[config.mk]
export PLATFORM = sky130hd
export DESIGN_NAME = prog_delay_line
export DESIGN_NICKNAME = d
export VERILOG_FILES = /design/src/rtl/prog_delay_line.sv
export SDC_FILE = /design/constraint.sdc
export NUM_CORES = 2
export LEC_CHECK = 0
export BUFFER_PORTS_ARGS = -buffer_cell sky130_fd_sc_hd__buf_2
export CAP_MARGIN = 20
export CORE_MARGIN = 3
export CORE_UTILIZATION = 63
export DETAILED_ROUTE_END_ITERATION = 10
export PLACE_DENSITY_LB_ADDON = 0.2
export SYNTH_ARGS = -nofsm -noshare
export SYNTH_HDL_FRONTEND = slang
export SYNTH_SLANG_ARGS = --single-unit
[constraint.sdc]
create_clock -name clk -period 3.8 [get_ports clk]
set_clock_uncertainty 0.05 [all_clocks]
set_input_delay 0.38 -clock clk [delete_from_list [all_inputs] [get_ports clk]]
set_output_delay 0.38 -clock clk [all_outputs]
set_load 0.05 [all_outputs]
[src/rtl/prog_delay_line.sv]
// prog_delay_line: a delay line with programmable depth. It uses a circular
// buffer and only advances when a sample is accepted. Each accepted sample
// comes out exactly D accepts later. D is loaded at run time (1..MAX_DEPTH).
//
// Ports
//   clk           clock, rising edge
//   rst           asynchronous reset, active-high
//   cfg_load_i    1-cycle strobe: latch cfg_depth_i and restart filling
//   cfg_depth_i   requested delay D, in accepts
//   flush_i       discard buffered samples, keep current D
//   in_valid_i    sample accept strobe (shift enable)
//   in_data_i     sample in
//   out_valid_o   out_data_o is valid this cycle (registered)
//   out_data_o    delayed sample
//   filled_o      buffer holds D samples (RUN state)
//   fill_count_o  samples buffered while filling; equals D once running
//   depth_err_o   1-cycle pulse after a cfg_load_i with an illegal depth
//
// States
//   IDLE | no depth loaded, input ignored
//   FILL | collecting the first D samples after a load or flush
//   RUN  | every accept emits the sample written D accepts ago
module prog_delay_line #(
    parameter int WIDTH     = 8,
    parameter int MAX_DEPTH = 256,
    parameter int ZERO_FILL = 0,
    localparam int AW       = $clog2(MAX_DEPTH) + 1
) (
    input  logic             clk,
    input  logic             rst,
    input  logic             cfg_load_i,
    input  logic [AW-1:0]    cfg_depth_i,
    input  logic             flush_i,
    input  logic             in_valid_i,
    input  logic [WIDTH-1:0] in_data_i,
    output logic             out_valid_o,
    output logic [WIDTH-1:0] out_data_o,
    output logic             filled_o,
    output logic [AW-1:0]    fill_count_o,
    output logic             depth_err_o
);
    localparam int PW = $clog2(MAX_DEPTH);

    typedef enum logic [1:0] {
        S_IDLE = 2'd0,
        S_FILL = 2'd1,
        S_RUN  = 2'd2
    } state_t;

    state_t           state_q, state_d;
    logic [AW-1:0]    depth_q, depth_d;
    logic [PW-1:0]    wp_q, wp_d;
    logic [AW-1:0]    fill_q, fill_d;
    logic             out_valid_q, out_valid_d;
    logic [WIDTH-1:0] out_data_q, out_data_d;
    logic             depth_err_q, depth_err_d;
    logic             mem_we;
    logic [WIDTH-1:0] rd_data;
    logic             depth_legal;
    logic             accept;
    logic [AW-1:0]    fill_inc;

    // The buffer is deliberately left unreset. Nothing is read from it until
    // every slot in the active depth has been written since the last restart.
    logic [WIDTH-1:0] mem [MAX_DEPTH];

    always_ff @(posedge clk) begin
        if (mem_we) begin
            mem[wp_q] <= in_data_i;
        end
    end

    // The read is combinational from the pre-edge contents. On the accept edge
    // the output register therefore takes the old word at wp_q, and the new
    // sample overwrites that slot.
    assign rd_data     = mem[wp_q];
    assign depth_legal = (cfg_depth_i != '0) && (cfg_depth_i <= AW'(MAX_DEPTH));
    assign accept      = in_valid_i && !cfg_load_i && !flush_i && (state_q != S_IDLE);
    assign fill_inc    = fill_q + AW'(1);

    always_ff @(posedge clk or posedge rst) begin
        if (rst) begin
            state_q     <= S_IDLE;
            depth_q     <= '0;
            wp_q        <= '0;
            fill_q      <= '0;
            out_valid_q <= 1'b0;
            out_data_q  <= '0;
            depth_err_q <= 1'b0;
        end else begin
            state_q     <= state_d;
            depth_q     <= depth_d;
            wp_q        <= wp_d;
            fill_q      <= fill_d;
            out_valid_q <= out_valid_d;
            out_data_q  <= out_data_d;
            depth_err_q <= depth_err_d;
        end
    end

    always_comb begin
        state_d     = state_q;
        depth_d     = depth_q;
        wp_d        = wp_q;
        fill_d      = fill_q;
        out_valid_d = 1'b0;
        out_data_d  = out_data_q;
        depth_err_d = 1'b0;
        mem_we      = 1'b0;

        if (cfg_load_i) begin
            if (depth_legal) begin
                depth_d = cfg_depth_i;
                wp_d    = '0;
                fill_d  = '0;
                state_d = S_FILL;
            end else begin
                depth_err_d = 1'b1;
            end
        end else if (flush_i && (state_q != S_IDLE)) begin
            wp_d    = '0;
            fill_d  = '0;
            state_d = S_FILL;
        end else if (accept) begin
            mem_we = 1'b1;
            // wp wraps at the loaded depth, not at the buffer size.
            wp_d = ({1'b0, wp_q} == depth_q - AW'(1)) ? '0 : wp_q + PW'(1);
            if (state_q == S_FILL) begin
                fill_d = fill_inc;
                if (fill_inc == depth_q) begin
                    state_d = S_RUN;
                end
                if (ZERO_FILL != 0) begin
                    out_valid_d = 1'b1;
                    out_data_d  = '0;
                end
            end else begin
                out_valid_d = 1'b1;
                out_data_d  = rd_data;
            end
        end
    end

    assign out_valid_o  = out_valid_q;
    assign out_data_o   = out_data_q;
    assign filled_o     = (state_q == S_RUN);
    assign fill_count_o = fill_q;
    assign depth_err_o  = depth_err_q;

endmodule

Yosys cells after proc, flatten, opt, wreduce, memory -nomap -nowiden
Memory sizes are Yosys's and may differ from the RTL's. A register that Yosys moved wholly into a read port is not among the register bits.
Cells that the tools add are included.

word-level totals
  register bits = 30
  output and inout bits = 20
  word-level logic and storage cells = 63
  bits in writable memories = 2048
  input port bits = 22
  memories = 1

operators by class
  muxes and demuxes = 27
  reductions and logical operators = 17
  eq/ne operators = 5
  bitwise operators = 3
  magnitude comparators = 1
  add/sub/neg operators = 3

memory list
  memory  depth  bits a word  rd ports  clocked after memory_dff  write ports  RTL line  source
  mem     256    8            1         1                         1            65        logic [WIDTH-1:0] mem [MAX_DEPTH];

operators with widths
  cell                   count
  $mux W9                5
  $mux W8                5
  $mux W2                6
  $mux W1                11
  $add A9 B1 Y9 const B  1
  $eq A8 B9 Y1           1
  $eq A9 B9 Y1           1
  $le A9 B9 Y1 const B   1
  $reduce_bool A3 Y1     3
  $reduce_bool A9 Y1     1
  $sub A9 B1 Y9 const B  1
  $add A8 B1 Y8 const B  1
  $reduce_and A4 Y1      2
  $logic_and A1 B1 Y1    5
  $reduce_and A2 Y1      2
  $not A1 Y1             3
  $reduce_and A3 Y1      1
  $eq A2 B1 Y1 const B   1
  $eq A2 B2 Y1 const B   1
  $logic_not A1 Y1       2
  $ne A2 B1 Y1 const B   1
  $reduce_bool A2 Y1     1

Logic depth before layout (Yosys ltp)
  word-level depth = 9
  mapped depth = 13
  gate-level depth less buffers = 9

Least setup slack after synthesis
OpenSTA, ideal clock, no wires.

  kind = flip-flop to flip-flop
  start point = register wp_q[0]
  end point = memory mem[204][0] (enable)
  library setup time = 383 ps
  required time = 3367 ps
  period minus slack after synthesis = 3001 ps
  data arrival time = 2568 ps
  path slack = 799 ps
  path buffers = 6
  stages on the path, launching flop included = 11
  cell sequence = dfrtp_1 buf_6 buf_6 buf_4 buf_4 inv_1 buf_4 buf_2 ha_1 nand2_1 nor3_1

RTL lines
  item                    RTL line  source
  from (decl)             52        logic [PW-1:0] wp_q, wp_d;
  from (signal assigned)  93        wp_q <= wp_d;
  to (decl)               65

No word-level cell before the write port.

==> key figures <==
Timing
  – Setup TNS: 0 ns
  – Fin crit share: 95.8%
  – Worst-margin pin slew: 1.15 ns
  – Rel. slew slack: 23.2%
  – Max-slew violations: 0
  – Min Tclk post-route: 3.64 ns
  – F_max: 0.275 GHz
  – Final setup viols: 0
  – RSZ-0062 raised after global routing: no
  – Hold_ws: 0.00295 ns
  – Hold Fails Final Rpt: 0

Clock network
  – CTS H-Tree Depth: 4
  – Clock root buffer: clkbuf_16
  – CTS tree: yes
  – Postcts setup bufs: 0
  – Clk pin slew, worst setup/hold paths: 0.06 ns
  – Clock sinks: 2086
  – Worst skew pair latency: 0.83 ns
  – Clk buf depth: 3
  – Inserted Clock Buffers: 198

Power
  – Leak pwr: 28.8 nW
  – Pwr dens: 588 nW/um^2
  – Max VDD drop: 514 uV

Setup path
  – R2R Setup Slk: 0.16 ns
  – CP required: 4.43 ns
  – Slowest CP cell: a22oi_1
  – CP peak stage delay: 0.70 ns
  – CP endpoint kind: flop
  – Critical Path Fanout Max: 32
  – Reg2Reg Depth: 9
  – Crit-path cells: buf_12 -> buf_12 -> buf_4 -> mux4_2 -> mux4_2 -> a22oi_1 -> a21oi_1 -> nor3_1 -> a21oi_1
  – CP Data Arrival Time: 4.27 ns
  – Startpoint Class: flop
  – Reg-to-Reg Start: wp_q[1]$_DFFE_PP0P_
  – Worst R2R End: out_data_o[0]$_DFFE_PP0P_
  – Kind of critical path: reg2reg

Layout
  – Finished Layout Cells: 6010
  – Fin area: 92400 um^2
  – Layout fillers: 7116
  – Multi-input gate area: 17900 um^2
  – Layout cell share with drive strength beyond 1: 29.6%
  – Register area: 62500 um^2
  – Layout area overhead: 13.4%
  – Nets: 4137

Route
  – Via density: 6.96
  – Via count: 41.8k
  – Initial DRT Pass Iterations: 6
  – Antenna viol nets, final: 0
  – Wire length per cell: 35.1 um
  – Routed WL: 211000 um
  – 1st-iter DRT viols: 6238
  – # DRC: 0

Synth
  – Yosys warning count: 0
  – Post-Synthesis Cells: 3742
  – Post-Syn Area: 81500 um^2
  – Top cell type's share of synthesized area: 75.5%
  – Net Count, Synth: 3770
  – Synth area leaders: edfxtp_1 75%, mux4_2 16%, nor2_1 1.4%
  – Post-synth ARST share: 1.82%
  – Register area share after synthesis: 76.6%
  – #FFs+latches synth: 2086
  – Post-synthesis area per instance: 21.8 um^2
  – Most used DFF post-synth: edfxtp_1
  – Number of synthesized flops with an enable pin: 2048
  – Synth cell types: 66
  – Post-synth top area cell: edfxtp_1

Floorplanning
  – Width of the chip: 366 um
  – I/O pin cnt: 42
  – Die ar.: 134000 um^2
  – Row cnt: 131
  – Die Y: 366 um
  – Initial Util: 63.6%
  – Core box area: 128000 um^2

Placement
  – Quantity of I/O buffers inserted on ports: 41
  – DP Wirelength: 130000 um
  – Dpl cells: 5620
  – GP Congestion: 0.940
  – Placed inst area: 85800 um^2

Flow run
  – MaxCap Viol Count: 0

Run status
  – Status: completed

GRT
  – Initial antenna violation count: 7
  – Largest net degree at the start of global routing: 138
  – Total GRT Usage: 32.5%
  – First-pass GRT wire length: 304000 um
  – Vias in the first global route: 42.2k
  – Total gr overflow: 0

Min path
  – Hold_sp: in_data_i[7]
  – Hold depth: 1
  – Worst Hold End: mem[116][7]$_DFFE_PP_
  – Min-delay worst type: in2reg
## stage by stage
| stage | utilization (%) | total power (W) | worst slack [ns] |
|---|---|---|---|
| after detailed placement | 67.0 | 0.0350 | 0.295 |
| after CTS | 72.2 | 0.0544 | 0.287 |
| after global routing | 72.2 | 0.0557 | 0.103 |
| after global placement | 67.0 | 0.0348 | -0.380 |
| final | 72.2 | 0.0543 | 0.159 |
| after floorplan | - | 0.0315 | 0.799 |
## metal layers
metal / vias up / share of wire [%] / track usage (%)
met4: 10 / 5.4 / 15.0
li1: 16400 / - / -
met5: - / 0.031 / 0.654
met3: 603 / 12 / 8.33
met2: 3012 / 48 / 49.8
met1: 21800 / 35 / 44.7
## how the worst max path moves through the flow
stage          slack, ns           startpoint  cells after the start                   endpoint
5_1_grt             0.10  wp_q[0]$_DFFE_PP0P_                      7  out_data_o[7]$_DFFE_PP0P_
3_3_place_gp       -0.38  wp_q[1]$_DFFE_PP0P_                      8  out_data_o[6]$_DFFE_PP0P_
6_report            0.16  wp_q[1]$_DFFE_PP0P_                      9  out_data_o[0]$_DFFE_PP0P_
2_1_floorplan       0.80  wp_q[0]$_DFFE_PP0P_                     10      mem[204][0]$_DFFE_PP_
3_5_place_dp        0.30  wp_q[1]$_DFFE_PP0P_                      8  out_data_o[6]$_DFFE_PP0P_
4_1_cts             0.29  wp_q[1]$_DFFE_PP0P_                      8  out_data_o[6]$_DFFE_PP0P_
## cell usage in the layout, fill, tap and decap left out, types with 17 or more instances in the layout
cell,synthesis,routed
o22ai_1,26,26
nor3_1,29,29
buf_4,25,284
edfxtp_1,2048,2048
mux4_2,568,568
buf_12,0,40
mux2_2,18,18
clkbuf_16,0,202
mux2i_1,102,102
nand2_1,81,81
o21ai_0,33,33
buf_2,79,33
a22oi_1,37,37
nor2b_1,18,17
dfrtp_1,38,34
clkinv_2,0,43
a21oi_1,25,25
nand3_1,31,31
clkbuf_1,71,42
bufinv_16,0,20
clkinv_1,0,33
nor2_1,295,294
## layout make-up
cell class                 instances  area share, %
timing repair buffer             383           3.64
clock buffer                     251           5.75
clock inverter                   117           1.24
multi-input combinational       1429           19.4
antenna                            4         0.0108
sequential                      2086           67.6
tap                             1729           2.34
inverter                          11         0.0447
## state kept, by name, indices dropped and copies added, names as in the netlist
register      flops
mem            2048
depth_q           9
fill_count_o      9
out_data_o        8
wp_q              8
state_q           2
depth_err_o       1
out_valid_o       1
## worst max-delay path: cells and delay by family (launching register included)
kind / cells / cell delay [ns]
AO/OA/AOI/OAI: 3 / 0.95
buffers and inverters: 3 / 0.75
flip-flops: 1 / 0.63
multiplexers: 2 / 0.89
AND/OR/NAND/NOR: 1 / 0.18
## timing repair
item | in CTS | in global routing
hold endpoints to repair | 153 | 0
hold buffers | 14 | 0
gates resized for setup | 0 | 0
## logic make-up after synthesis
kind of cell | Yosys count | share of synthesized area, %
xor gates and xnor gates | 20 | 0.215
DFF | 2086 | 76.6
buffers and inverters | 227 | 1.38
AOI/OAI and AO/OA | 204 | 1.74
adders and majority gates | 6 | 0.0921
and+or+nand+nor | 511 | 2.71
muxes | 688 | 17.2
## synthesized netlist by cell type, drive strengths merged (11+ instances only)
library cell and number:
a22oi 37, a211oi 13, nor2b 18, buf 145
mux4 568, o22ai 26, a21oi 25, clkbuf 71
dfrtp 38, edfxtp 2048, nor3 30, nor2 295
xnor2 13, mux2i 102, nand2 81, o21ai 34
inv 11, mux2 18, nand3 31
## report_power, final
group          internal [W]  switching [W]  leakage [nW]
Combinational       0.00408        0.00512          6.71
Clock                0.0113        0.00838          3.17
Sequential           0.0253       0.000180          18.9
Total                0.0406         0.0137          28.8
Note: power is estimated with default switching activity, not from simulation.
